## src/rtl/ofifo_drain_ctrl_if.sv

```systemverilog
// ---------------------------------------------------------------------------
// ofifo_drain_ctrl_if
//   Bundles the job-control, output-FIFO and psum-SRAM signals of the
//   output-FIFO drain controller.
//
//   master : the drain controller (drives ofifo_rd, sram_*, busy, done)
//   slave  : the surroundings (core controller, output FIFO, psum SRAM)
//
//   Optional macro OFIFO_DRAIN_ACC_EN adds acc (latched on start) and
//   sram_q (SRAM read data) for read-modify-write accumulation.
// ---------------------------------------------------------------------------
interface ofifo_drain_ctrl_if #(
  parameter int col     = 8,
  parameter int psum_bw = 4,
  parameter int addr_bw = 11
);
  logic                       start;
  logic [addr_bw-1:0]         num_vec;
  logic [addr_bw-1:0]         base_addr;
  logic                       ofifo_valid;
  logic                       ofifo_rd;
  logic [psum_bw*col-1:0]     ofifo_data;
  logic                       sram_cen;
  logic                       sram_wen;
  logic [addr_bw-1:0]         sram_addr;
  logic [psum_bw*col-1:0]     sram_d;
  logic                       busy;
  logic                       done;
`ifdef OFIFO_DRAIN_ACC_EN
  logic                       acc;
  logic [psum_bw*col-1:0]     sram_q;
`endif

  modport master (
    input  start, num_vec, base_addr, ofifo_valid, ofifo_data,
    output ofifo_rd, sram_cen, sram_wen, sram_addr, sram_d, busy, done
`ifdef OFIFO_DRAIN_ACC_EN
    , input acc, sram_q
`endif
  );

  modport slave (
    output start, num_vec, base_addr, ofifo_valid, ofifo_data,
    input  ofifo_rd, sram_cen, sram_wen, sram_addr, sram_d, busy, done
`ifdef OFIFO_DRAIN_ACC_EN
    , output acc, sram_q
`endif
  );
endinterface

```

## src/rtl/ofifo_drain_ctrl.sv

```systemverilog
// ---------------------------------------------------------------------------
// ofifo_drain_ctrl
//   Drains psum vectors (col x psum_bw bits each) from the output FIFO into
//   consecutive psum-SRAM addresses starting at a latched base address.
//   Per vector: one FIFO read, wait RD_LAT edges, capture, one SRAM write.
//   Only one FIFO read is ever outstanding.
//
// Ports
//   clk    : clock, rising edge
//   reset  : synchronous, active-high
//   bus    : ofifo_drain_ctrl_if.master
//              start/num_vec/base_addr  job request (latched on start)
//              ofifo_valid/ofifo_rd/ofifo_data  output-FIFO read side
//              sram_cen/sram_wen/sram_addr/sram_d  psum-SRAM port (active-low)
//              busy/done  job status
//
// Optional macro OFIFO_DRAIN_ACC_EN: when defined and acc was latched high,
//   each vector is added column-wise (mod 2^psum_bw) to the old SRAM word
//   via an extra read (RDOLD) and capture (ADD) step before the write.
// ---------------------------------------------------------------------------
module ofifo_drain_ctrl #(
  parameter int col     = 8,
  parameter int psum_bw = 4,
  parameter int addr_bw = 11,
  parameter int RD_LAT  = 2
) (
  input  logic                clk,
  input  logic                reset,
  ofifo_drain_ctrl_if.master  bus
);

  localparam int DW    = psum_bw * col;
  localparam int LAT_W = (RD_LAT > 1) ? $clog2(RD_LAT) : 1;

  typedef enum logic [2:0] {
    S_IDLE,
    S_WAIT,
    S_ISSUE,
    S_LAT,
    S_WRITE,
    S_DONE,
    S_RDOLD,
    S_ADD
  } state_t;

  state_t             r_state;
  state_t             w_next;
  logic [addr_bw-1:0] r_num;
  logic [addr_bw-1:0] r_base;
  logic [addr_bw-1:0] r_idx;
  logic [addr_bw-1:0] w_idx_inc;
  logic [LAT_W-1:0]   r_lat;
  logic [DW-1:0]      r_data;
  logic               w_last;
`ifdef OFIFO_DRAIN_ACC_EN
  logic               r_acc;

  // Per-column wrap-around add; carries never cross column boundaries.
  function automatic logic [DW-1:0] col_add(input logic [DW-1:0] a,
                                            input logic [DW-1:0] b);
    logic [DW-1:0] s;
    s = '0;
    for (int c = 0; c < col; c++) begin
      s[c*psum_bw +: psum_bw] = a[c*psum_bw +: psum_bw] + b[c*psum_bw +: psum_bw];
    end
    return s;
  endfunction
`endif

  assign w_idx_inc     = r_idx + 1'b1;
  assign w_last        = (w_idx_inc == r_num);
  // Address arithmetic wraps mod 2^addr_bw by construction.
  assign bus.sram_addr = r_base + r_idx;
  assign bus.sram_d    = r_data;

  // NOTE: sequential state uses non-blocking assignments so every register
  // samples pre-edge values, independent of statement order.
  always_ff @(posedge clk) begin
    if (reset) r_state <= S_IDLE;
    else       r_state <= w_next;
  end

  // NOTE: every output of this block gets a default first, so no path can
  // leave a signal unassigned and infer a latch.
  always_comb begin
    w_next       = r_state;
    bus.ofifo_rd = 1'b0;
    bus.sram_cen = 1'b1;
    bus.sram_wen = 1'b1;
    bus.busy     = (r_state != S_IDLE);
    bus.done     = 1'b0;
    unique case (r_state)
      S_IDLE: begin
        if (bus.start) w_next = (bus.num_vec == '0) ? S_DONE : S_WAIT;
      end
      S_WAIT: begin
        if (bus.ofifo_valid) w_next = S_ISSUE;
      end
      S_ISSUE: begin
        bus.ofifo_rd = 1'b1;
        w_next       = S_LAT;
      end
      S_LAT: begin
        if (r_lat == '0) begin
`ifdef OFIFO_DRAIN_ACC_EN
          w_next = r_acc ? S_RDOLD : S_WRITE;
`else
          w_next = S_WRITE;
`endif
        end
      end
`ifdef OFIFO_DRAIN_ACC_EN
      S_RDOLD: begin
        bus.sram_cen = 1'b0;
        w_next       = S_ADD;
      end
      S_ADD: begin
        w_next = S_WRITE;
      end
`endif
      S_WRITE: begin
        bus.sram_cen = 1'b0;
        bus.sram_wen = 1'b0;
        // Skipping WAIT when the FIFO is still valid keeps one vector per
        // RD_LAT+2 cycles on a continuously valid FIFO.
        if (w_last)               w_next = S_DONE;
        else if (bus.ofifo_valid) w_next = S_ISSUE;
        else                      w_next = S_WAIT;
      end
      S_DONE: begin
        bus.done = 1'b1;
        w_next   = S_IDLE;
      end
      default: w_next = S_IDLE;
    endcase
    // Reset abandons the job at once: no read or SRAM access in the reset
    // cycle even though the state register has not yet cleared.
    if (reset) begin
      bus.ofifo_rd = 1'b0;
      bus.sram_cen = 1'b1;
      bus.sram_wen = 1'b1;
    end
  end

  always_ff @(posedge clk) begin
    if (reset) begin
      r_num  <= '0;
      r_base <= '0;
      r_idx  <= '0;
      r_lat  <= '0;
      r_data <= '0;
`ifdef OFIFO_DRAIN_ACC_EN
      r_acc  <= 1'b0;
`endif
    end else begin
      unique case (r_state)
        S_IDLE: begin
          if (bus.start && (bus.num_vec != '0)) begin
            r_num  <= bus.num_vec;
            r_base <= bus.base_addr;
            r_idx  <= '0;
`ifdef OFIFO_DRAIN_ACC_EN
            r_acc  <= bus.acc;
`endif
          end
        end
        S_ISSUE: r_lat <= LAT_W'(RD_LAT - 1);
        S_LAT: begin
          // Counter reaching zero marks the edge where FIFO data is valid.
          if (r_lat == '0) r_data <= bus.ofifo_data;
          else             r_lat  <= r_lat - 1'b1;
        end
`ifdef OFIFO_DRAIN_ACC_EN
        S_ADD:   r_data <= col_add(r_data, bus.sram_q);
`endif
        S_WRITE: r_idx <= w_idx_inc;
        default: ;
      endcase
    end
  end

endmodule

```

## src/flat_wrapper.sv

```systemverilog
// flat-port wrapper written by rule: the top's interface ports become plain ports
module ofifo_drain_ctrl_flat 
#(
  parameter int col     = 8,
  parameter int psum_bw = 4,
  parameter int addr_bw = 11,
  parameter int RD_LAT  = 2
)
  (clk, reset, bus_start, bus_num_vec, bus_base_addr, bus_ofifo_valid, bus_ofifo_data, bus_ofifo_rd, bus_sram_cen, bus_sram_wen, bus_sram_addr, bus_sram_d, bus_busy, bus_done);
  ofifo_drain_ctrl_if #(.col(col), .psum_bw(psum_bw), .addr_bw(addr_bw)) bus_i ();
  input  logic clk;
  input  logic reset;
  input wire logic [$bits(bus_i.start)-1:0] bus_start;
  input wire logic [$bits(bus_i.num_vec)-1:0] bus_num_vec;
  input wire logic [$bits(bus_i.base_addr)-1:0] bus_base_addr;
  input wire logic [$bits(bus_i.ofifo_valid)-1:0] bus_ofifo_valid;
  input wire logic [$bits(bus_i.ofifo_data)-1:0] bus_ofifo_data;
  output wire logic [$bits(bus_i.ofifo_rd)-1:0] bus_ofifo_rd;
  output wire logic [$bits(bus_i.sram_cen)-1:0] bus_sram_cen;
  output wire logic [$bits(bus_i.sram_wen)-1:0] bus_sram_wen;
  output wire logic [$bits(bus_i.sram_addr)-1:0] bus_sram_addr;
  output wire logic [$bits(bus_i.sram_d)-1:0] bus_sram_d;
  output wire logic [$bits(bus_i.busy)-1:0] bus_busy;
  output wire logic [$bits(bus_i.done)-1:0] bus_done;
  assign bus_i.start = bus_start;
  assign bus_i.num_vec = bus_num_vec;
  assign bus_i.base_addr = bus_base_addr;
  assign bus_i.ofifo_valid = bus_ofifo_valid;
  assign bus_i.ofifo_data = bus_ofifo_data;
  assign bus_ofifo_rd = bus_i.ofifo_rd;
  assign bus_sram_cen = bus_i.sram_cen;
  assign bus_sram_wen = bus_i.sram_wen;
  assign bus_sram_addr = bus_i.sram_addr;
  assign bus_sram_d = bus_i.sram_d;
  assign bus_busy = bus_i.busy;
  assign bus_done = bus_i.done;
  ofifo_drain_ctrl #(.col(col), .psum_bw(psum_bw), .addr_bw(addr_bw), .RD_LAT(RD_LAT)) u_core (.clk(clk), .reset(reset), .bus(bus_i));
endmodule
```

## config.mk

```make
export PLATFORM = sky130hd
export DESIGN_NAME = ofifo_drain_ctrl_flat
export DESIGN_NICKNAME = d
export VERILOG_FILES = /design/src/rtl/ofifo_drain_ctrl_if.sv /design/src/rtl/ofifo_drain_ctrl.sv /design/src/flat_wrapper.sv
export SDC_FILE = /design/constraint.sdc
export NUM_CORES = 1
export LEC_CHECK = 0
export CAP_MARGIN = 20
export CORE_MARGIN = 4
export CORE_UTILIZATION = 40
export CTS_CLUSTER_DIAMETER = 120
export CTS_CLUSTER_SIZE = 10
export DETAILED_ROUTE_END_ITERATION = 6
export MAX_ROUTING_LAYER = met4
export PLACE_DENSITY = 0.7
export SLEW_MARGIN = 20
export SYNTH_ARGS = -nofsm -noshare
export SYNTH_HDL_FRONTEND = slang
export SYNTH_SLANG_ARGS = --single-unit
export TNS_END_PERCENT = 5
```

## constraint.sdc

```tcl
create_clock -name clk -period 2.91 [get_ports clk]
set_input_delay 0.4365 -clock clk [delete_from_list [all_inputs] [get_ports clk]]
set_output_delay 0.4365 -clock clk [all_outputs]
set_load 0.01 [all_outputs]
```

==> impl_metrics.tcl <==
set metrics [dict create \
    num_rows 33 \
    drt_iter0_drc 256 \
    dp.cells 623 \
    end_kind "output pin" \
    grt-ovfl-total 0 \
    finalInstanceArea_sq_um 4850 \
    rsz0062_at_grt "yes" \
    tritoncts "done" \
    firstDrtPassIters 4 \
    fin_crit_sh 0.997 \
    dieArea_sq_um 10100 \
    ir_drop_mv 0.243 \
    leakage_uw 0.00189 \
    clkPwrFrac 0.402 \
    critical_path_class "register to output pin" \
    path_max_fanout 3 \
    avgSynthCellArea_sq_um 8.06 \
    max_stage_delay_ns 0.39 \
    cp_cell_sequence "ha_1 > inv_1 > fa_1 > nor2b_1 > o21ai_1 > a21o_1 > a31oi_4 > and4_1 > nor3_1 > dlygate4sd2_1" \
    coreArea_sq_um 8260 \
    seqPwrFrac 0.449 \
    slew_headroom 0.603 \
    cpMaxStageDelayCell "fa_1" \
    antenna_found_initial 0 \
    cts_root_buf "clkbuf_8" \
    cts-buffers-inserted 9 \
    port_buffers 105 \
    final_common_cell "clkdlybuf4s50_1" \
    drv_slew 0 \
    viasPerCell 5.14 \
    ys_seq_elements 69 \
    chipHeight_um 101 \
    dp_hpwl_um 7000 \
    vias 3283 \
    synth_cell_types 51 \
    drv_cap 0 \
    gp_congestion 0.891 \
    clk_path_buf_depth 2 \
    die_x_um 101 \
    start_util 0.415 \
    cts_setup_buffers 0 \
    hold_viol_final 0 \
    skew_ns 0.00917 \
    nFillCells 773 \
    seq_area_frac_synth 0.403 \
    drc 0 \
    multi_input_area_sq_um 1910 \
    first_global_vias 3206 \
    hold_path.class "register to register" \
    finalHoldWorstSlack_ns 0.455 \
    yosys_warnings 0 \
    drive_gt1_frac 0.0936 \
    wl_per_cell_um 14.9 \
    required_ns 2.47 \
    layout_common_cells "clkdlybuf4s50_1 (98), nand2_1 (84), dfxtp_1 (68)" \
    grt_pass1_wl_um 15400 \
    stdcell_count 639 \
    cts_hold_buf 0 \
    place_area_sq_um 4600 \
    cts_max_level 3 \
    layout_min_cycle_time_ns 2.90 \
    fmax_mhz 345 \
    finalWirelength_um 9500 \
    finalWorstSetupSlack_ns 0.00931 \
    synth_cells 425 \
    cts.sinks 69 \
    syn_nets 495 \
    start_kind "register" \
    drtAntennaViolNets 0 \
    sw_frac_of_total 0.257 \
    p_int_uw 1680 \
    status "complete, no violations" \
    worst_pin_slew_ns 0.592 \
    path_clk_slew_ns 0.08 \
    switchingPower_uw 579 \
    pin_count 106 \
    regArea_sq_um 1380 \
    grt_usage 0.196 \
    diodes 0 \
    netlist_area_sq_um 3430 \
    fin_nets 599 \
    cp.arrival_ns 2.46 \
    grt_max_degree 33 \
    p_per_area_nw_per_um2 465 \
    clk_latency_ns 0.34 \
    comb_power_share 0.148 \
    syn_to_final_growth_pct 41.6 \
    setup_viol 0 \
    post-place-ws_ns -0.0106 \
]
-- state kept, by name, summed over array words and instances, names as in the netlist --
register and flops:
u_core.bus.sram_d 32, u_core.r_base 11, u_core.r_idx 11, u_core.r_num 11, u_core.r_state 3, u_core.r_lat 1
-- power groups by stage --
stage	Clock, uW	Sequential (uW)	Combinational [uW]
after global placement	0	1030	333
final	908	1010	334
after floorplan	0	1030	180
after CTS	927	1010	337
after detailed placement	0	1030	336
after global routing	969	1020	366
-- worst max-delay path, delay by kind of cell (launching register included) --
kind,cells,cell delay [ns]
flops,1,0.34
simple gates,3,0.40
fa+ha+maj,2,0.57
compound gates,3,0.46
buf+inv,2,0.35
-- synth_stat cells, drive strengths merged --
| master | n | area [sq um] |
|---|---|---|
| nor3 | 11 | 60.1 |
| o21ba | 1 | 10.0 |
| nand4 | 3 | 33.8 |
| o211ai | 1 | 7.51 |
| a21oi | 52 | 260 |
| clkbuf | 17 | 63.8 |
| inv | 10 | 37.5 |
| nor2 | 46 | 183 |
| a32oi | 2 | 17.5 |
| mux2 | 1 | 11.3 |
| xor2 | 11 | 96.3 |
| or2 | 1 | 6.26 |
| or4 | 1 | 7.51 |
| o31a | 1 | 8.76 |
| o21ai | 13 | 65.1 |
| or3 | 3 | 20.0 |
| a31o | 2 | 17.5 |
| nand2 | 84 | 315 |
| nor2b | 5 | 31.3 |
| buf | 9 | 50.0 |
| and2 | 2 | 12.5 |
| o311ai | 1 | 8.76 |
| a2111oi | 1 | 10.0 |
| nand3 | 4 | 25.0 |
| nand3b | 5 | 37.5 |
| dfxtp | 69 | 1380 |
| a211oi | 3 | 27.5 |
| ha | 11 | 138 |
| mux2i | 20 | 200 |
| nor3b | 2 | 15.0 |
| a22oi | 1 | 7.51 |
| a21o | 2 | 15.0 |
| and3 | 4 | 27.5 |
| a221oi | 1 | 8.76 |
| fa | 1 | 20.0 |
| and4 | 1 | 8.76 |
| or4b | 1 | 10.0 |
| nor4 | 6 | 37.5 |
| xnor2 | 11 | 96.3 |
| o32ai | 2 | 17.5 |
| a31oi | 3 | 18.8 |
-- logic make-up (layout without fill, tap and decap cells) --
family          Yosys count  after routing  synth area share
simple gates            179            179             0.243
compound gates           86             86             0.146
flops                    69             69             0.403
buf+inv                  36            145            0.0442
xor+xnor                 22             22            0.0562
mux                      21             21            0.0617
fa+ha+maj                12             12            0.0460
-- cell type report --
class | count | share of cell area
sequential | 69 | 0.285
clock inverter | 6 | 0.0193
inverter | 10 | 0.00774
clock buffer | 10 | 0.0284
timing repair buffer | 119 | 0.238
tap | 105 | 0.0271
multi-input combinational | 320 | 0.395
-- worst paths after layout --
check                                           start               endpoint  slack (ns)  depth (start not counted)
worst max-delay path                 u_core.r_base[0]      bus_sram_addr[10]       0.009                         10
worst min register to register  u_core.bus.sram_d[17]  u_core.bus.sram_d[17]        0.45                          2
worst min-delay path            u_core.bus.sram_d[17]  u_core.bus.sram_d[17]        0.45                          2
worst max register to register        u_core.r_idx[0]      u_core.r_state[1]        0.66                          8
-- layer usage --
layer	GRT usage	wire [um]	vias to the layer above
li1	-	-	1662
met1	0.246	4170	1508
met2	0.317	4650	95
met3	0.0346	509	18
met4	0.0705	169	0
met5	-	0	-
-- per-stage QoR --
step / total power, uW / util / TNS (ns)
finish: 2260 / 0.587 / 0
global route: 2350 / 0.587 / -0.333
CTS: 2280 / 0.587 / -0.0290
detailed placement: 1370 / 0.557 / -0.0106
global placement: 1370 / 0.557 / 0
floorplan: 1210 / - / 0
-- what timing repair did --
| action | 4_1_cts | 5_1_grt |
|---|---|---|
| setup endpoints to repair | 4 | 6 |
| pin swaps | 1 | 0 |
| gates resized for setup | 8 | 4 |
Note: power is estimated with default switching activity, not from simulation.
